--- config.mk ---
export PLATFORM = sky130hd
export DESIGN_NAME = rcc_div_switch_ctrl_flat
export DESIGN_NICKNAME = d
export VERILOG_FILES = /design/src/rtl/rcc_div_pkg.sv /design/src/rtl/rcc_div_switch_ctrl_if.sv /design/src/rtl/rcc_div_wait_cnt.sv /design/src/rtl/rcc_div_switch_ctrl.sv /design/src/flat_wrapper.sv
export SDC_FILE = /design/constraint.sdc
export NUM_CORES = 1
export LEC_CHECK = 0
export ABC_CLOCK_PERIOD_IN_PS = 2200
export BUFFER_PORTS_ARGS = -buffer_cell sky130_fd_sc_hd__buf_4
export CAP_MARGIN = 30
export CORE_UTILIZATION = 53
export CTS_BUF_LIST = sky130_fd_sc_hd__clkbuf_8
export CTS_CLUSTER_DIAMETER = 200
export DETAILED_ROUTE_END_ITERATION = 6
export GPL_ROUTABILITY_DRIVEN = 0
export PLACE_DENSITY = 0.75
export SYNTH_ARGS = -nofsm -noshare
export SYNTH_HDL_FRONTEND = slang
export SYNTH_SLANG_ARGS = --single-unit
--- constraint.sdc ---
create_clock -name i_clk -period 2.2 [get_ports i_clk]
set_clock_uncertainty 0.1 [all_clocks]
set_input_delay 0.11 -clock i_clk [delete_from_list [all_inputs] [get_ports i_clk]]
set_output_delay 0.11 -clock i_clk [all_outputs]
set_load 0.01 [all_outputs]
--- src/rtl/rcc_div_pkg.sv ---
// Shared types for the RCC divider switch controller: FSM states, the
// divider select encoding and the request normalization rule.
package rcc_div_pkg;

  localparam int CNT_W   = 11;
  localparam int CNT_MAX = 2047;

  typedef enum logic [1:0] {
    ST_IDLE     = 2'd0,
    ST_GATE_OFF = 2'd1,
    ST_SWITCH   = 2'd2,
    ST_GATE_ON  = 2'd3
  } state_t;

  // Divider select codes; every code with bit3 clear means divide-by-1.
  typedef enum logic [3:0] {
    SEL_DIV1   = 4'b0000,
    SEL_DIV2   = 4'b1000,
    SEL_DIV4   = 4'b1001,
    SEL_DIV8   = 4'b1010,
    SEL_DIV16  = 4'b1011,
    SEL_DIV64  = 4'b1100,
    SEL_DIV128 = 4'b1101,
    SEL_DIV256 = 4'b1110,
    SEL_DIV512 = 4'b1111
  } div_sel_e;

  function automatic logic [3:0] normalize_sel(input logic [3:0] sel);
    return sel[3] ? sel : SEL_DIV1;
  endfunction

  function automatic logic cyc_param_ok(input int value);
    return (value >= 1) && (value <= CNT_MAX);
  endfunction

endpackage

--- src/rtl/rcc_div_switch_ctrl_if.sv ---
// Request handshake and divider/gate control bundle between a requester
// (master) and the switch controller (slave).
interface rcc_div_switch_ctrl_if;

  logic       testmode;
  logic       req_valid;
  logic [3:0] req_sel;
  logic       req_ready;
  logic [3:0] div_sel;
  logic       gate_en;
  logic       busy;
  logic       done;

  modport master (
    output testmode,
    output req_valid,
    output req_sel,
    input  req_ready,
    input  div_sel,
    input  gate_en,
    input  busy,
    input  done
  );

  modport slave (
    input  testmode,
    input  req_valid,
    input  req_sel,
    output req_ready,
    output div_sel,
    output gate_en,
    output busy,
    output done
  );

endinterface

--- src/rtl/rcc_div_wait_cnt.sv ---
// 11-bit load/decrement wait counter; holds at zero rather than wrapping.
module rcc_div_wait_cnt
  import rcc_div_pkg::*;
(
  input  logic             i_clk,
  input  logic             rst,
  input  logic             load,
  input  logic             dec,
  input  logic [CNT_W-1:0] load_val,
  output logic             zero
);

  logic [CNT_W-1:0] count_reg;
  logic [CNT_W-1:0] count_next;

  always_comb begin
    count_next = count_reg;
    if (load) begin
      count_next = load_val;
    end else if (dec && (count_reg != '0)) begin
      count_next = count_reg - 1'b1;
    end
  end

  always_ff @(posedge i_clk) begin
    if (rst) begin
      count_reg <= '0;
    end else begin
      count_reg <= count_next;
    end
  end

  assign zero = (count_reg == '0);

endmodule

--- src/rtl/rcc_div_switch_ctrl.sv ---
// Sequences a clock divider ratio change: close the downstream gate, wait,
// switch div_sel, wait for the new ratio to settle, reopen the gate.
module rcc_div_switch_ctrl
  import rcc_div_pkg::*;
#(
  parameter int OFF_CYC    = 4,
  parameter int SETTLE_CYC = 1040
) (
  input  logic                  i_clk,
  input  logic                  rst,
  rcc_div_switch_ctrl_if.slave  bus
);

  if (!cyc_param_ok(OFF_CYC)) begin : g_bad_off_cyc
    $error("rcc_div_switch_ctrl: OFF_CYC must be in 1..2047");
  end
  if (!cyc_param_ok(SETTLE_CYC)) begin : g_bad_settle_cyc
    $error("rcc_div_switch_ctrl: SETTLE_CYC must be in 1..2047");
  end

  localparam logic [CNT_W-1:0] OFF_LOAD    = CNT_W'(OFF_CYC - 1);
  localparam logic [CNT_W-1:0] SETTLE_LOAD = CNT_W'(SETTLE_CYC - 1);

  state_t     state_reg,   state_next;
  logic [3:0] div_sel_reg, div_sel_next;
  logic [3:0] sel_cap_reg, sel_cap_next;
  logic       gate_en_reg, gate_en_next;
  logic       done_reg,    done_next;
  logic       ready_reg;
  logic       busy_reg;

  logic             handshake;
  logic [3:0]       sel_norm;
  logic             cnt_load;
  logic             cnt_dec;
  logic [CNT_W-1:0] cnt_load_val;
  logic             cnt_zero;

  assign handshake = bus.req_valid && ready_reg;
  assign sel_norm  = normalize_sel(bus.req_sel);

  rcc_div_wait_cnt u_wait_cnt (
    .i_clk    (i_clk),
    .rst      (rst),
    .load     (cnt_load),
    .dec      (cnt_dec),
    .load_val (cnt_load_val),
    .zero     (cnt_zero)
  );

  always_comb begin
    state_next   = state_reg;
    div_sel_next = div_sel_reg;
    sel_cap_next = sel_cap_reg;
    gate_en_next = gate_en_reg;
    done_next    = 1'b0;
    cnt_load     = 1'b0;
    cnt_dec      = 1'b0;
    cnt_load_val = '0;

    case (state_reg)
      ST_IDLE: begin
        if (handshake) begin
          if (sel_norm == div_sel_reg) begin
            done_next = 1'b1;
          end else if (bus.testmode) begin
            // Bypass: switch in place with the gate left open.
            div_sel_next = sel_norm;
            done_next    = 1'b1;
          end else begin
            state_next   = ST_GATE_OFF;
            gate_en_next = 1'b0;
            sel_cap_next = sel_norm;
            cnt_load     = 1'b1;
            cnt_load_val = OFF_LOAD;
          end
        end
      end

      ST_GATE_OFF: begin
        if (cnt_zero) begin
          state_next   = ST_SWITCH;
          div_sel_next = sel_cap_reg;
          cnt_load     = 1'b1;
          cnt_load_val = SETTLE_LOAD;
        end else begin
          cnt_dec = 1'b1;
        end
      end

      ST_SWITCH: begin
        if (cnt_zero) begin
          state_next   = ST_GATE_ON;
          gate_en_next = 1'b1;
          done_next    = 1'b1;
        end else begin
          cnt_dec = 1'b1;
        end
      end

      ST_GATE_ON: begin
        state_next = ST_IDLE;
      end

      default: begin
        state_next = ST_IDLE;
      end
    endcase
  end

  // ready/busy are registered from the next state so req_valid never
  // reaches req_ready combinationally.
  always_ff @(posedge i_clk) begin
    if (rst) begin
      state_reg   <= ST_IDLE;
      div_sel_reg <= SEL_DIV1;
      sel_cap_reg <= SEL_DIV1;
      gate_en_reg <= 1'b1;
      done_reg    <= 1'b0;
      ready_reg   <= 1'b1;
      busy_reg    <= 1'b0;
    end else begin
      state_reg   <= state_next;
      div_sel_reg <= div_sel_next;
      sel_cap_reg <= sel_cap_next;
      gate_en_reg <= gate_en_next;
      done_reg    <= done_next;
      ready_reg   <= (state_next == ST_IDLE);
      busy_reg    <= (state_next != ST_IDLE);
    end
  end

  assign bus.req_ready = ready_reg;
  assign bus.div_sel   = div_sel_reg;
  assign bus.gate_en   = gate_en_reg;
  assign bus.busy      = busy_reg;
  assign bus.done      = done_reg;

endmodule

--- src/flat_wrapper.sv ---
// flat-port wrapper written by rule: the top's interface ports become plain ports
module rcc_div_switch_ctrl_flat import rcc_div_pkg::*;
#(
  parameter int OFF_CYC    = 4,
  parameter int SETTLE_CYC = 1040
)
  (i_clk, rst, bus_testmode, bus_req_valid, bus_req_sel, bus_req_ready, bus_div_sel, bus_gate_en, bus_busy, bus_done);
  rcc_div_switch_ctrl_if bus_i ();
  input  logic i_clk;
  input  logic rst;
  input wire logic [$bits(bus_i.testmode)-1:0] bus_testmode;
  input wire logic [$bits(bus_i.req_valid)-1:0] bus_req_valid;
  input wire logic [$bits(bus_i.req_sel)-1:0] bus_req_sel;
  output wire logic [$bits(bus_i.req_ready)-1:0] bus_req_ready;
  output wire logic [$bits(bus_i.div_sel)-1:0] bus_div_sel;
  output wire logic [$bits(bus_i.gate_en)-1:0] bus_gate_en;
  output wire logic [$bits(bus_i.busy)-1:0] bus_busy;
  output wire logic [$bits(bus_i.done)-1:0] bus_done;
  assign bus_i.testmode = bus_testmode;
  assign bus_i.req_valid = bus_req_valid;
  assign bus_i.req_sel = bus_req_sel;
  assign bus_req_ready = bus_i.req_ready;
  assign bus_div_sel = bus_i.div_sel;
  assign bus_gate_en = bus_i.gate_en;
  assign bus_busy = bus_i.busy;
  assign bus_done = bus_i.done;
  rcc_div_switch_ctrl #(.OFF_CYC(OFF_CYC), .SETTLE_CYC(SETTLE_CYC)) u_core (.i_clk(i_clk), .rst(rst), .bus(bus_i));
endmodule
; ---- Word-level counts from Yosys, hierarchy flattened
; Index checks and enable logic that the tools add are counted.
[op_classes]
add_sub_neg = 1
mul = 0
div = 0
n_lt_le_gt_ge = 0
n_eq_ne = 10
shift = 0
mux = 35
bitwise_logic = 2
n_reduce_logical = 14
[ops]
columns = op, n
row1 = $mux W11, 5
row2 = $pmux W11 S2, 1
row3 = $mux W4, 5
row4 = $mux W1, 13
row5 = $mux W2, 6
row6 = $logic_not A11 Y1, 1
row7 = $reduce_bool A11 Y1, 1
row8 = $sub A11 B1 Y11 const B, 1
row9 = $reduce_and A5 Y1, 2
row10 = $pmux W2 S4, 1
row11 = $pmux W4 S2, 1
row12 = $reduce_bool A2 Y1, 4
row13 = $ne A2 B1 Y1 const B, 3
row14 = $ne A2 B2 Y1 const B, 3
row15 = $pmux W1 S2, 3
row16 = $eq A2 B2 Y1 const B, 2
row17 = $eq A4 B4 Y1, 1
row18 = $logic_not A2 Y1, 2
row19 = $reduce_and A4 Y1, 1
row20 = $eq A2 B1 Y1 const B, 1
row21 = $logic_and A1 B1 Y1, 2
row22 = $not A1 Y1, 2
row23 = $reduce_or A2 Y1, 1
[word_totals]
regBits = 25
latch_bits = 0
mem_bits_rw = 0
rom_bits = 0
in_bits = 8
output_inout_bits = 8
elab_cells = 70
memories = 0

; ---- Longest topological paths before layout
; Gate-level depths: netlist of the first run.
[depth]
ltp_word = 6
depth_mapped = 8
mapped_depth_nobuf = 7

; ---- Hierarchy
; Synthesis of the first run repeated with hierarchy kept, for this count alone.
[hier_totals]
cells_unflattened = 174
hier_area_um2 = 1519.0
[modules_own_cells]
columns = module, n_inst, cells_per_inst, area_each_um2, seq_area_each_um2
row1 = rcc_div_switch_ctrl, 1, 97, 844.6, 280.3
row2 = rcc_div_wait_cnt, 1, 77, 674.4, 220.2

; ---- Least setup slack after synthesis of the first run
; OpenSTA, ideal clock, no wires.
[synth_path]
path_kind = flip-flop to flip-flop
start = reg u_core.u_wait_cnt.count_reg[0]
end = reg u_core.div_sel_reg[0] (netlist: u_core.bus.div_sel[0])
setup_time_ns = 0.095
arrival_time_ns = 2.072
required_time_ns = 2.005
setup_slack_ns = -0.067
stages_incl_launch_ff = 8
n_path_buf = 0
period_less_slack_ns = 2.267
path_cell_list = dfxtp_1 -> inv_1 -> ha_1 -> or4b_1 -> o41a_1 -> a311oi_4 -> o21ai_2 -> a221oi_1
[synth_via]
elab_chain_len = 3
[synth_lines]
columns = element, line
row1 = start: declaration, rcc_div_wait_cnt.sv:13  ; logic [CNT_W-1:0] count_reg;
row2 = start signal: assignment, rcc_div_wait_cnt.sv:29  ; count_reg <= count_next;
row3 = $logic_not A11 Y1, rcc_div_wait_cnt.sv:33  ; assign zero = (count_reg == '0);
row4 = $ne A2 B1 Y1 (no source line), --
row5 = $reduce_and A5 Y1 (no source line), --
row6 = end signal: assignment, rcc_div_switch_ctrl.sv:124  ; div_sel_reg <= div_sel_next;
row7 = end: declaration, rcc_div_switch_ctrl.sv:25  ; logic [3:0] div_sel_reg, div_sel_next;
; No other way between the ends.
; A chain may end at the register's enable or synchronous reset.

; ---- Worst setup path after layout of the first run
[layout_path]
start = reg u_core.u_wait_cnt.count_reg[1]
end = reg u_core.div_sel_reg[3] (netlist: u_core.bus.div_sel[3])
; The elaborated chain is that of the path after synthesis.

==> run_results.csv, run 1 <==
group,metric,value,unit
synthesis,synth_compound_area_frac,0.218,
placed_design,placed_cell_area,0.00151,sq mm
grt,grt_pass1_wl,5220,um
pwr,combPwrFrac,0.631,
hold_path,hold_class,"in2reg",
cells_and_area,largest_reg_flops,11,
sta,holdWs,69.3,ps
synthesis,syn_nets,158,
cells_and_area,fillers,186,
drt,drtIter0Drc,32,
clock_tree,cts.sinks,25,
drt,via_count,1231,
run,cap_violations,0,
pwr,switching_power,1.16,mW
setup_path,startpoint_type,"flip-flop",
cells_and_area,final_common_cell,"buf_4",
cells_and_area,final_area,0.00165,sq mm
drt,wl_per_cell,16.4,um
floorplanning,die_area,0.00265,sq mm
pwr,irDropWorstVdd,1160,uV
floorplanning,die_h,51.4,um
synthesis,synth_edf_count,0,
pwr,seqPwrFrac,0.269,
synthesis,synth_xor_area_frac,0.0473,
sta,setup_viol,5,
hold_path,holdPathStages,2,
clock_tree,cts_tree,"built",
synthesis,synth_top_family_by_area,"simple AND/OR/NAND/NOR gates",
drt,ant_nets,0,
cells_and_area,final_cells,205,
clock_tree,cts_made_buffers,3,
sta,slew_viol_final,0,
pwr,power.share.switching,0.429,
floorplanning,initial_core_util,0.574,
cells_and_area,syn_to_final_growth,27.1,%
drt,wl,3360,um
setup_path,worstPathRequired,2280,ps
synthesis,synth-simple-area-share,0.229,
grt,grt.overflow.total,0,
pwr,intPower,1.55,mW
pwr,power.density,1650,mW/mm^2
setup_path,r2r_cells,7,
clock_tree,clk_latency,270,ps
drt,drc,0,
placed_design,placed_cells,194,
synthesis,ys_types,46,
placed_design,port-buffer-count,15,
floorplanning,fp.dieW,51.4,um
sta,maxSlewHeadroom,0.722,
pwr,p_leak,0.662,nW
clock_tree,htreeDepth,1,
setup_path,cp_max_fo,4,
outcome,status,"complete, but fails checks",
outcome,violations,"setup timing",
synthesis,synth_area,0.00129,sq mm
synthesis,synth_fa_ha_area_frac,0.0386,
cells_and_area,drive_above_1_share,0.282,
synthesis,synthArstFlopShare,0,
cells_and_area,utilization,0.730,
setup_path,cp-end-kind,"flip-flop",
sta,hold_viol,0,
synthesis,ys_warn_count,0,
synthesis,synth-seq-area-share,0.386,
placed_design,dp_hpwl,2220,um
floorplanning,core,0.00225,sq mm
sta,fmax,438,MHz
grt,gr-usage-all-layers,0.267,
sta,rsz0062_at_grt,"yes",
sta,period_share,1.04,
drt,via_per_inst,6.00,
synthesis,netlist_instances,146,
pwr,p_total,2.71,mW
grt,grt_max_degree,21,
floorplanning,ios,16,
synthesis,ys_ff_latch,25,
cells_and_area,nets,190,
pwr,clkPwrFrac,0.101,
synthesis,synth_area_per_cell,8.87,sq um
grt,antenna_found_initial,0,
clock_tree,clockBufferDepth,2,
cells_and_area,most-common-layout-cells,"buf_4, dfxtp_1, nor2_1",
cells_and_area,antenna_cells,0,
setup_path,crit_arrival,2360,ps
drt,firstDrtPassIters,4,
clock_tree,cts-root-buf,"clkbuf_8",
grt,grt_pass1_vias,1192,
setup_path,criticalPathCategory,"reg2reg",
sta,period_minus_slack,2280,ps
floorplanning,placementRows,17,
sta,tightest_slew,414,ps
synthesis,synthMuxAreaShare,0.0386,
sta,setup_slack,-81.8,ps
synthesis,synth_flop_cell,"dfxtp_1",
clock_tree,clk_pin_slew,90,ps
## cell usage after synthesis (2+ instances only)
| cell | n | share of area |
|---|---|---|
| a21oi_1 | 9 | 0.035 |
| a221oi_1 | 4 | 0.027 |
| a31oi_1 | 2 | 0.0097 |
| and2_1 | 5 | 0.024 |
| and3_1 | 2 | 0.0097 |
| clkbuf_1 | 3 | 0.0087 |
| dfxtp_1 | 25 | 0.39 |
| ha_1 | 4 | 0.039 |
| inv_1 | 10 | 0.029 |
| mux2i_1 | 5 | 0.039 |
| nand2_1 | 3 | 0.0087 |
| nand2b_1 | 3 | 0.014 |
| nand3_1 | 3 | 0.012 |
| nand3b_1 | 2 | 0.012 |
| nor2_1 | 18 | 0.052 |
| nor3_1 | 6 | 0.023 |
| nor4_1 | 3 | 0.014 |
| o21ai_0 | 3 | 0.012 |
| o22ai_1 | 4 | 0.019 |
| xnor2_1 | 5 | 0.034 |
| xor2_1 | 2 | 0.014 |
## power by group through the flow
stage | logic (mW) | registers (mW) | clock network, mW
finish | 1.71 | 0.728 | 0.272
global placement | 1.34 | 0.716 | 0
floorplan | 0.917 | 0.734 | 0
detailed placement | 1.38 | 0.727 | 0
global route | 1.85 | 0.745 | 0.293
CTS | 1.48 | 0.716 | 0.275
## logic make-up after synthesis
family | after synthesis
AND/OR/NAND/NOR | 54
buffers and inverters | 14
flip-flops | 25
AO/OA/AOI/OAI | 37
adder cells (fa/ha/maj) | 4
multiplexers | 5
XOR/XNOR | 7
## area by class of cell
cell class                      instances  area (sq um)  share of cell area
Timing Repair Buffer                   31           233               0.141
Multi-Input combinational cell        107           792               0.481
Clock inverter                          1          3.75             0.00228
Clock buffer                            3          41.3              0.0251
Sequential cell                        25           503               0.306
Tap cell                               28          35.0              0.0213
Inverter                               10          37.5              0.0228
## layer usage
layer	wire length [um]	up-vias	track usage	part of all wire
met1	1560	598	0.335	0.46
met5	0	-	0	0
li1	-	604	-	-
met3	105	7	0.0446	0.031
met2	1650	22	0.468	0.49
met4	48	0	0.0676	0.014
## critical path: stages (launching register included)
cell      delay (ps)
dfxtp_2          340
inv_2             60
ha_4             120
or4b_4           460
o41a_1           380
a311oi_4         250
o21ai_2          160
a221oi_2         320
## stage by stage
stage                     TNS [ps]  setup slack (ps)
after floorplan              -26.7             -6.67
after global placement           0              48.2
after detailed placement      -175             -70.6
after CTS                    -39.1             -24.2
after global routing          -968              -141
final                         -256             -81.8
## path summary, 6_finish.rpt
check                                         startpoint                                          end  slack (ps)
max reg2reg  u_core.u_wait_cnt.count_reg[1]$_SDFFE_PP0P_           u_core.bus.div_sel[3]$_SDFFE_PP0P_         -80
min                                                  rst  u_core.u_wait_cnt.count_reg[1]$_SDFFE_PP0P_          70
max          u_core.u_wait_cnt.count_reg[1]$_SDFFE_PP0P_           u_core.bus.div_sel[3]$_SDFFE_PP0P_         -80
min reg2reg           u_core.bus.div_sel[0]$_SDFFE_PP0P_           u_core.bus.div_sel[0]$_SDFFE_PP0P_         410
## timing repair
action	4_1_cts	5_1_grt
gates resized for setup	4	3
hold buffers	0	0
pin swaps	0	8
setup buffers	4	3
setup endpoints to repair	4	15
No activity file was read; power rests on OpenSTA's default activity.
==> inputs of run 2 (changes only) <==
--- a/config.mk
+++ b/config.mk
@@ -8,6 +8,7 @@
 export ABC_CLOCK_PERIOD_IN_PS = 2200
 export BUFFER_PORTS_ARGS = -buffer_cell sky130_fd_sc_hd__buf_4
 export CAP_MARGIN = 30
+export CORE_MARGIN = 2
 export CORE_UTILIZATION = 53
 export CTS_BUF_LIST = sky130_fd_sc_hd__clkbuf_8
 export CTS_CLUSTER_DIAMETER = 200
==> run 2 against run 1 <==
  * Critical endpoint is now u_core.bus.div_sel[0]$_SDFFE_PP0P_
  * Final cell count grew 1.5%
  * Largest power group unchanged
  * Combinational power grew 9%
  * The flow still finishes with violations (setup timing)
  * Worst hold slack lost 5.8 ps
  * Die area grew 7.9%
  * Routed wire length grew 0.77%
==> run_results.csv, run 2 (synthesis results as in run 1) <==
group,metric,value,unit
grt,grt.overflow.total,0,
sta,tightest_slew,530,ps
floorplanning,ios,16,
floorplanning,placementRows,17,
clock_tree,cts.sinks,25,
floorplanning,core,0.00225,sq mm
clock_tree,cts_made_buffers,3,
drt,drc,0,
setup_path,cp-end-kind,"flip-flop",
sta,period_minus_slack,2290,ps
floorplanning,initial_core_util,0.574,
pwr,irDropWorstVdd,1100,uV
drt,wl_per_cell,16.3,um
placed_design,dp_hpwl,2240,um
sta,fmax,437,MHz
sta,hold_viol,0,
cells_and_area,nets,193,
cells_and_area,most-common-layout-cells,"buf_4, dfxtp_1, nor2_1",
cells_and_area,antenna_cells,0,
cells_and_area,drive_above_1_share,0.311,
drt,wl,3390,um
clock_tree,ctsHoldBuffers,0,
placed_design,port-buffer-count,15,
hold_path,hold_start,"rst",
drt,drtIter0Drc,38,
pwr,power.density,1700,mW/mm^2
pwr,power.share.switching,0.428,
floorplanning,die_area,0.00285,sq mm
setup_path,cp_max_fo,4,
clock_tree,htreeDepth,1,
grt,grt_pass1_vias,1232,
sta,maxSlewHeadroom,0.643,
clock_tree,cts_tree,"built",
pwr,p_total,2.87,mW
grt,grt_pass1_wl,5300,um
sta,slew_viol_final,0,
floorplanning,die_h,53.4,um
sta,setup_tns,-294,ps
pwr,intPower,1.64,mW
drt,ant_nets,0,
sta,setup_viol,5,
setup_path,startpoint_type,"flip-flop",
cells_and_area,syn_to_final_growth,30.2,%
setup_path,r2r-start,"u_core.u_wait_cnt.count_reg[0]$_SDFFE_PP0P_",
outcome,status,"complete, but fails checks",
cells_and_area,final_common_cell,"buf_4",
cells_and_area,fillers,182,
hold_path,hold_class,"in2reg",
grt,grt_max_degree,21,
setup_path,crit_path_start,"u_core.u_wait_cnt.count_reg[0]$_SDFFE_PP0P_",
pwr,combPwrFrac,0.650,
setup_path,worstPathRequired,2280,ps
clock_tree,cts-root-buf,"clkbuf_8",
pwr,clkPwrFrac,0.095,
pwr,p_leak,0.677,nW
drt,via_count,1277,
sta,rsz0062_at_grt,"yes",
drt,firstDrtPassIters,4,
outcome,violations,"setup timing",
pwr,seqPwrFrac,0.255,
pwr,switching_power,1.23,mW
clock_tree,clk_pin_slew,90,ps
clock_tree,clockBufferDepth,2,
setup_path,crit_arrival,2370,ps
floorplanning,fp.dieW,53.4,um
grt,gr-usage-all-layers,0.256,
placed_design,place_ws,-90.3,ps
sta,setup_slack,-87.7,ps
cells_and_area,largest_reg_flops,11,
run,cap_violations,0,
clock_tree,clk_latency,270,ps
grt,antenna_found_initial,0,
setup_path,criticalPathCategory,"reg2reg",
drt,via_per_inst,6.14,
sta,period_share,1.04,
## run 2: cell type report
type,count,area (sq um),area share
Tap cell,28,35.0,0.0208
Timing Repair Buffer,34,253,0.150
Inverter,10,37.5,0.0223
Sequential cell,25,503,0.298
Clock inverter,1,5.00,0.00297
Multi-Input combinational cell,107,812,0.481
Clock buffer,3,41.3,0.0245
## run 2: power groups by stage
stage	clock [mW]	combinational [mW]	sequential (mW)
6_report	0.272	1.86	0.731
5_1_grt	0.300	2.01	0.747
4_1_cts	0.277	1.46	0.720
3_5_place_dp	0	1.38	0.730
3_3_place_gp	0	1.34	0.716
2_1_floorplan	0	0.917	0.734
## run 2: stage by stage
stage / instances / hold slack [ps] / utilization / instance area [sq um]
floorplan: 146 / 157 / - / 1310
global placement: 194 / 314 / 0.670 / 1510
detailed placement: 194 / 334 / 0.670 / 1510
CTS: 201 / 49.0 / 0.707 / 1590
global route: 208 / 64.2 / 0.748 / 1690
finish: 208 / 63.5 / 0.748 / 1690
## run 2: worst paths after layout
| kind | to | slack, ps | depth (start not counted) |
|---|---|---|---|
| max | u_core.bus.div_sel[0]$_SDFFE_PP0P_ | -90 | 7 |
| min | u_core.bus.div_sel[3]$_SDFFE_PP0P_ | 60 | 2 |
| max reg2reg | u_core.bus.div_sel[0]$_SDFFE_PP0P_ | -90 | 7 |
| min reg2reg | u_core.sel_cap_reg[2]$_SDFFE_PP0P_ | 410 | 2 |
## run 2: metal layers
layer | wire [um] | global-route usage
met1 | 1470 | 0.321
met2 | 1690 | 0.426
met3 | 134 | 0.0424
met4 | 95 | 0.111
met5 | 0 | 0
## run 2: what timing repair did
| item | 4_1_cts | 5_1_grt |
|---|---|---|
| cloned | 0 | 1 |
| buffers inserted | 3 | 6 |
| pin swaps | 0 | 3 |
| gates resized for setup | 3 | 9 |
| setup endpoints to repair | 4 | 16 |
## run 2: critical path: stages (launching register included)
cell and delay [ps]:
dfxtp_2 330, inv_2 60, ha_4 130, or4b_4 480
o41a_1 380, a311oi_4 280, o21ai_4 140, a221oi_2 300
==> inputs of run 3 (changes only) <==
--- a/config.mk
+++ b/config.mk
@@ -5,13 +5,13 @@
 export SDC_FILE = /design/constraint.sdc
 export NUM_CORES = 1
 export LEC_CHECK = 0
+export ABC_AREA = 1
 export ABC_CLOCK_PERIOD_IN_PS = 2200
 export BUFFER_PORTS_ARGS = -buffer_cell sky130_fd_sc_hd__buf_4
 export CAP_MARGIN = 30
 export CORE_MARGIN = 2
-export CORE_UTILIZATION = 53
+export CORE_UTILIZATION = 54
 export CTS_BUF_LIST = sky130_fd_sc_hd__clkbuf_8
-export CTS_CLUSTER_DIAMETER = 200
 export DETAILED_ROUTE_END_ITERATION = 6
 export GPL_ROUTABILITY_DRIVEN = 0
 export PLACE_DENSITY = 0.75
==> run 3 against run 2 <==
  * The run now ends clean
  * Area after synthesis is 9.6% higher
  * Maximum frequency is 18% higher
  * Combinational power is 32% lower
  * Non-clock buffer count down 18
  * Critical path type unchanged
  * Critical endpoint is now u_core.u_wait_cnt.count_reg[7]$_SDFFE_PP0P_
  * Largest power group unchanged
==> run_results.csv, run 3 <==
group,metric,value,unit
synthesis,synth_commonest_cells,"nand2_1, dfxtp_1, inv_1",
cells_and_area,syn_to_final_growth,11.1,%
drt,wl,2820,um
drt,via_per_inst,5.22,
sta,tightest_slew,415,ps
setup_path,cp-end-kind,"flip-flop",
run,cap_violations,0,
pwr,power.density,1430,mW/mm^2
drt,wl_per_cell,11.3,um
clock_tree,cts_tree,"built",
floorplanning,placementRows,18,
grt,grt_max_degree,20,
clock_tree,clockBufferDepth,2,
drt,drtIter0Drc,30,
cells_and_area,largest_reg_flops,11,
sta,rsz0062_at_grt,"no",
synthesis,synth_top_area_frac,0.353,
clock_tree,clk_latency,270,ps
synthesis,synth_area_per_cell,6.89,sq um
sta,slew_viol_final,0,
placed_design,port-buffer-count,15,
cells_and_area,final_common_cell,"nand2_1",
synthesis,synth_flop_cell,"dfxtp_1",
floorplanning,core,0.00248,sq mm
drt,firstDrtPassIters,4,
setup_path,criticalPathCategory,"reg2reg",
synthesis,synth-seq-area-share,0.353,
cells_and_area,drive_above_1_share,0.186,
drt,drc,0,
cells_and_area,nets,233,
setup_path,worstPathCellList,"inv_1, ha_1, nand2_2, nor2_2, nand2_2, nand2_2, nor2_1, nand2_1, or2_1, a21oi_1",
sta,fmax,515,MHz
hold_path,hold_class,"in2reg",
clock_tree,clk_pin_slew,90,ps
clock_tree,htreeDepth,1,
clock_tree,cts.sinks,25,
synthesis,ys_ff_latch,25,
setup_path,cpMaxStageDelayCell,"dfxtp_1",
cells_and_area,most-common-layout-cells,"nand2_1, dfxtp_1, inv_1",
floorplanning,ios,16,
sta,period_share,0.883,
synthesis,synth_area,0.00142,sq mm
synthesis,ys_warn_count,0,
cells_and_area,antenna_cells,0,
synthesis,synthArstFlopShare,0,
synthesis,synth_most_common_cell,"nand2_1",
drt,ant_nets,0,
grt,grt.overflow.total,0,
clock_tree,cts-root-buf,"clkbuf_8",
clock_tree,postCtsSetupBuffers,0,
synthesis,synth_area_leader_cell,"dfxtp_1",
floorplanning,fp.dieW,55.3,um
pwr,p_total,2.26,mW
outcome,status,"complete, no violations",
cells_and_area,utilization,0.636,
pwr,p_leak,0.727,nW
synthesis,synth_edf_count,0,
synthesis,synthTopCellsByArea,"dfxtp_1, nand2_1, inv_1",
sta,maxSlewHeadroom,0.723,
grt,grt_pass1_vias,1140,
drt,via_count,1304,
pwr,irDropWorstVdd,859,uV
setup_path,cp_max_fo,11,
floorplanning,initial_core_util,0.573,
grt,gr-usage-all-layers,0.190,
setup_path,slowest_delay,350,ps
setup_path,worstPathRequired,2310,ps
sta,setup_viol,0,
setup_path,critPathMostFrequentCell,"nand2_2",
setup_path,startpoint_type,"flip-flop",
floorplanning,die_area,0.00305,sq mm
synthesis,ys_types,27,
placed_design,dp_hpwl,2120,um
clock_tree,cts_made_buffers,3,
setup_path,crit_arrival,2050,ps
grt,grt_pass1_wl,4740,um
sta,setup_tns,0,ps
synthesis,syn_nets,218,
sta,period_minus_slack,1940,ps
grt,antenna_found_initial,0,
sta,hold_viol,0,
floorplanning,die_h,55.3,um
synthesis,netlist_instances,206,
==> run 3: cell count changes after synthesis, moves of 6 or more <==
cell     before  now
nand2_1       3   51
inv_1        10   24
o21ai_0       3   16
a21oi_1       9   17
nand2_2       0    8
nand3_1       3    9
==> run 3: cell type report <==
type                            count  area (sq um)
Timing Repair Buffer               16           123
Clock inverter                      1          5.00
Tap cell                           30          37.5
Fill cell                         229           901
Sequential cell                    25           500
Multi-Input combinational cell    148           768
Inverter                           27           101
Clock buffer                        3          41.3
==> run 3: kinds of logic after synthesis <==
| group | share of synthesized area |
|---|---|
| adder cells (fa/ha/maj) | 0.0353 |
| AND/OR/NAND/NOR | 0.335 |
| XOR/XNOR | 0.0309 |
| AO/OA/AOI/OAI | 0.140 |
| buffers and inverters | 0.106 |
| flip-flops | 0.353 |
==> run 3: layer usage <==
metal / vias up / part of all wire / wire length (um) / track usage
li1: 690 / - / - / -
met1: 592 / 0.49 / 1380 / 0.251
met2: 17 / 0.47 / 1330 / 0.308
met3: 5 / 0.026 / 72 / 0.0351
met4: 0 / 0.014 / 40 / 0.0697
met5: - / 0 / 0 / 0
==> run 3: what timing repair did <==
action / 4_1_cts / 5_1_grt
hold buffers: 1 / 0
resized for setup: 0 / 0
hold endpoints to repair: 8 / 0
==> run 3: power breakdown <==
group | switching [mW] | internal (mW) | leakage, nW
combinational | 0.800 | 0.473 | 0.497
sequential | 0.104 | 0.598 | 0.205
clock | 0.154 | 0.127 | 0.0255
total | 1.06 | 1.20 | 0.727
==> run 3: worst max-delay path, delay by kind of cell (launching register included) <==
| family | cells | cell delay [ps] |
|---|---|---|
| AND/OR/NAND/NOR | 7 | 950 |
| flip-flops | 1 | 350 |
| adder cells (fa/ha/maj) | 1 | 280 |
| AO/OA/AOI/OAI | 1 | 110 |
| buffers and inverters | 1 | 80 |
==> run 3: per-stage QoR <==
step | cell area [sq um] | hold WS (ps) | setup WS [ps] | std cells
floorplan | 1420 | 252 | 583 | 206
global placement | 1520 | 247 | 344 | 245
detailed placement | 1520 | 258 | 290 | 245
CTS | 1580 | 115 | 255 | 250
global route | 1580 | 136 | 109 | 250
finish | 1580 | 115 | 258 | 250
==> run 3: worst paths after layout <==
kind	startpoint	to	slack [ps]	cells past startpoint
worst min register to register	u_core.sel_cap_reg[3]$_SDFFE_PP0P_	u_core.sel_cap_reg[3]$_SDFFE_PP0P_	360	2
worst max-delay path	u_core.u_wait_cnt.count_reg[0]$_SDFFE_PP0P_	u_core.u_wait_cnt.count_reg[7]$_SDFFE_PP0P_	260	10
worst max register to register	u_core.u_wait_cnt.count_reg[0]$_SDFFE_PP0P_	u_core.u_wait_cnt.count_reg[7]$_SDFFE_PP0P_	260	10
worst min-delay path	bus_req_sel[2]	u_core.sel_cap_reg[2]$_SDFFE_PP0P_	120	4
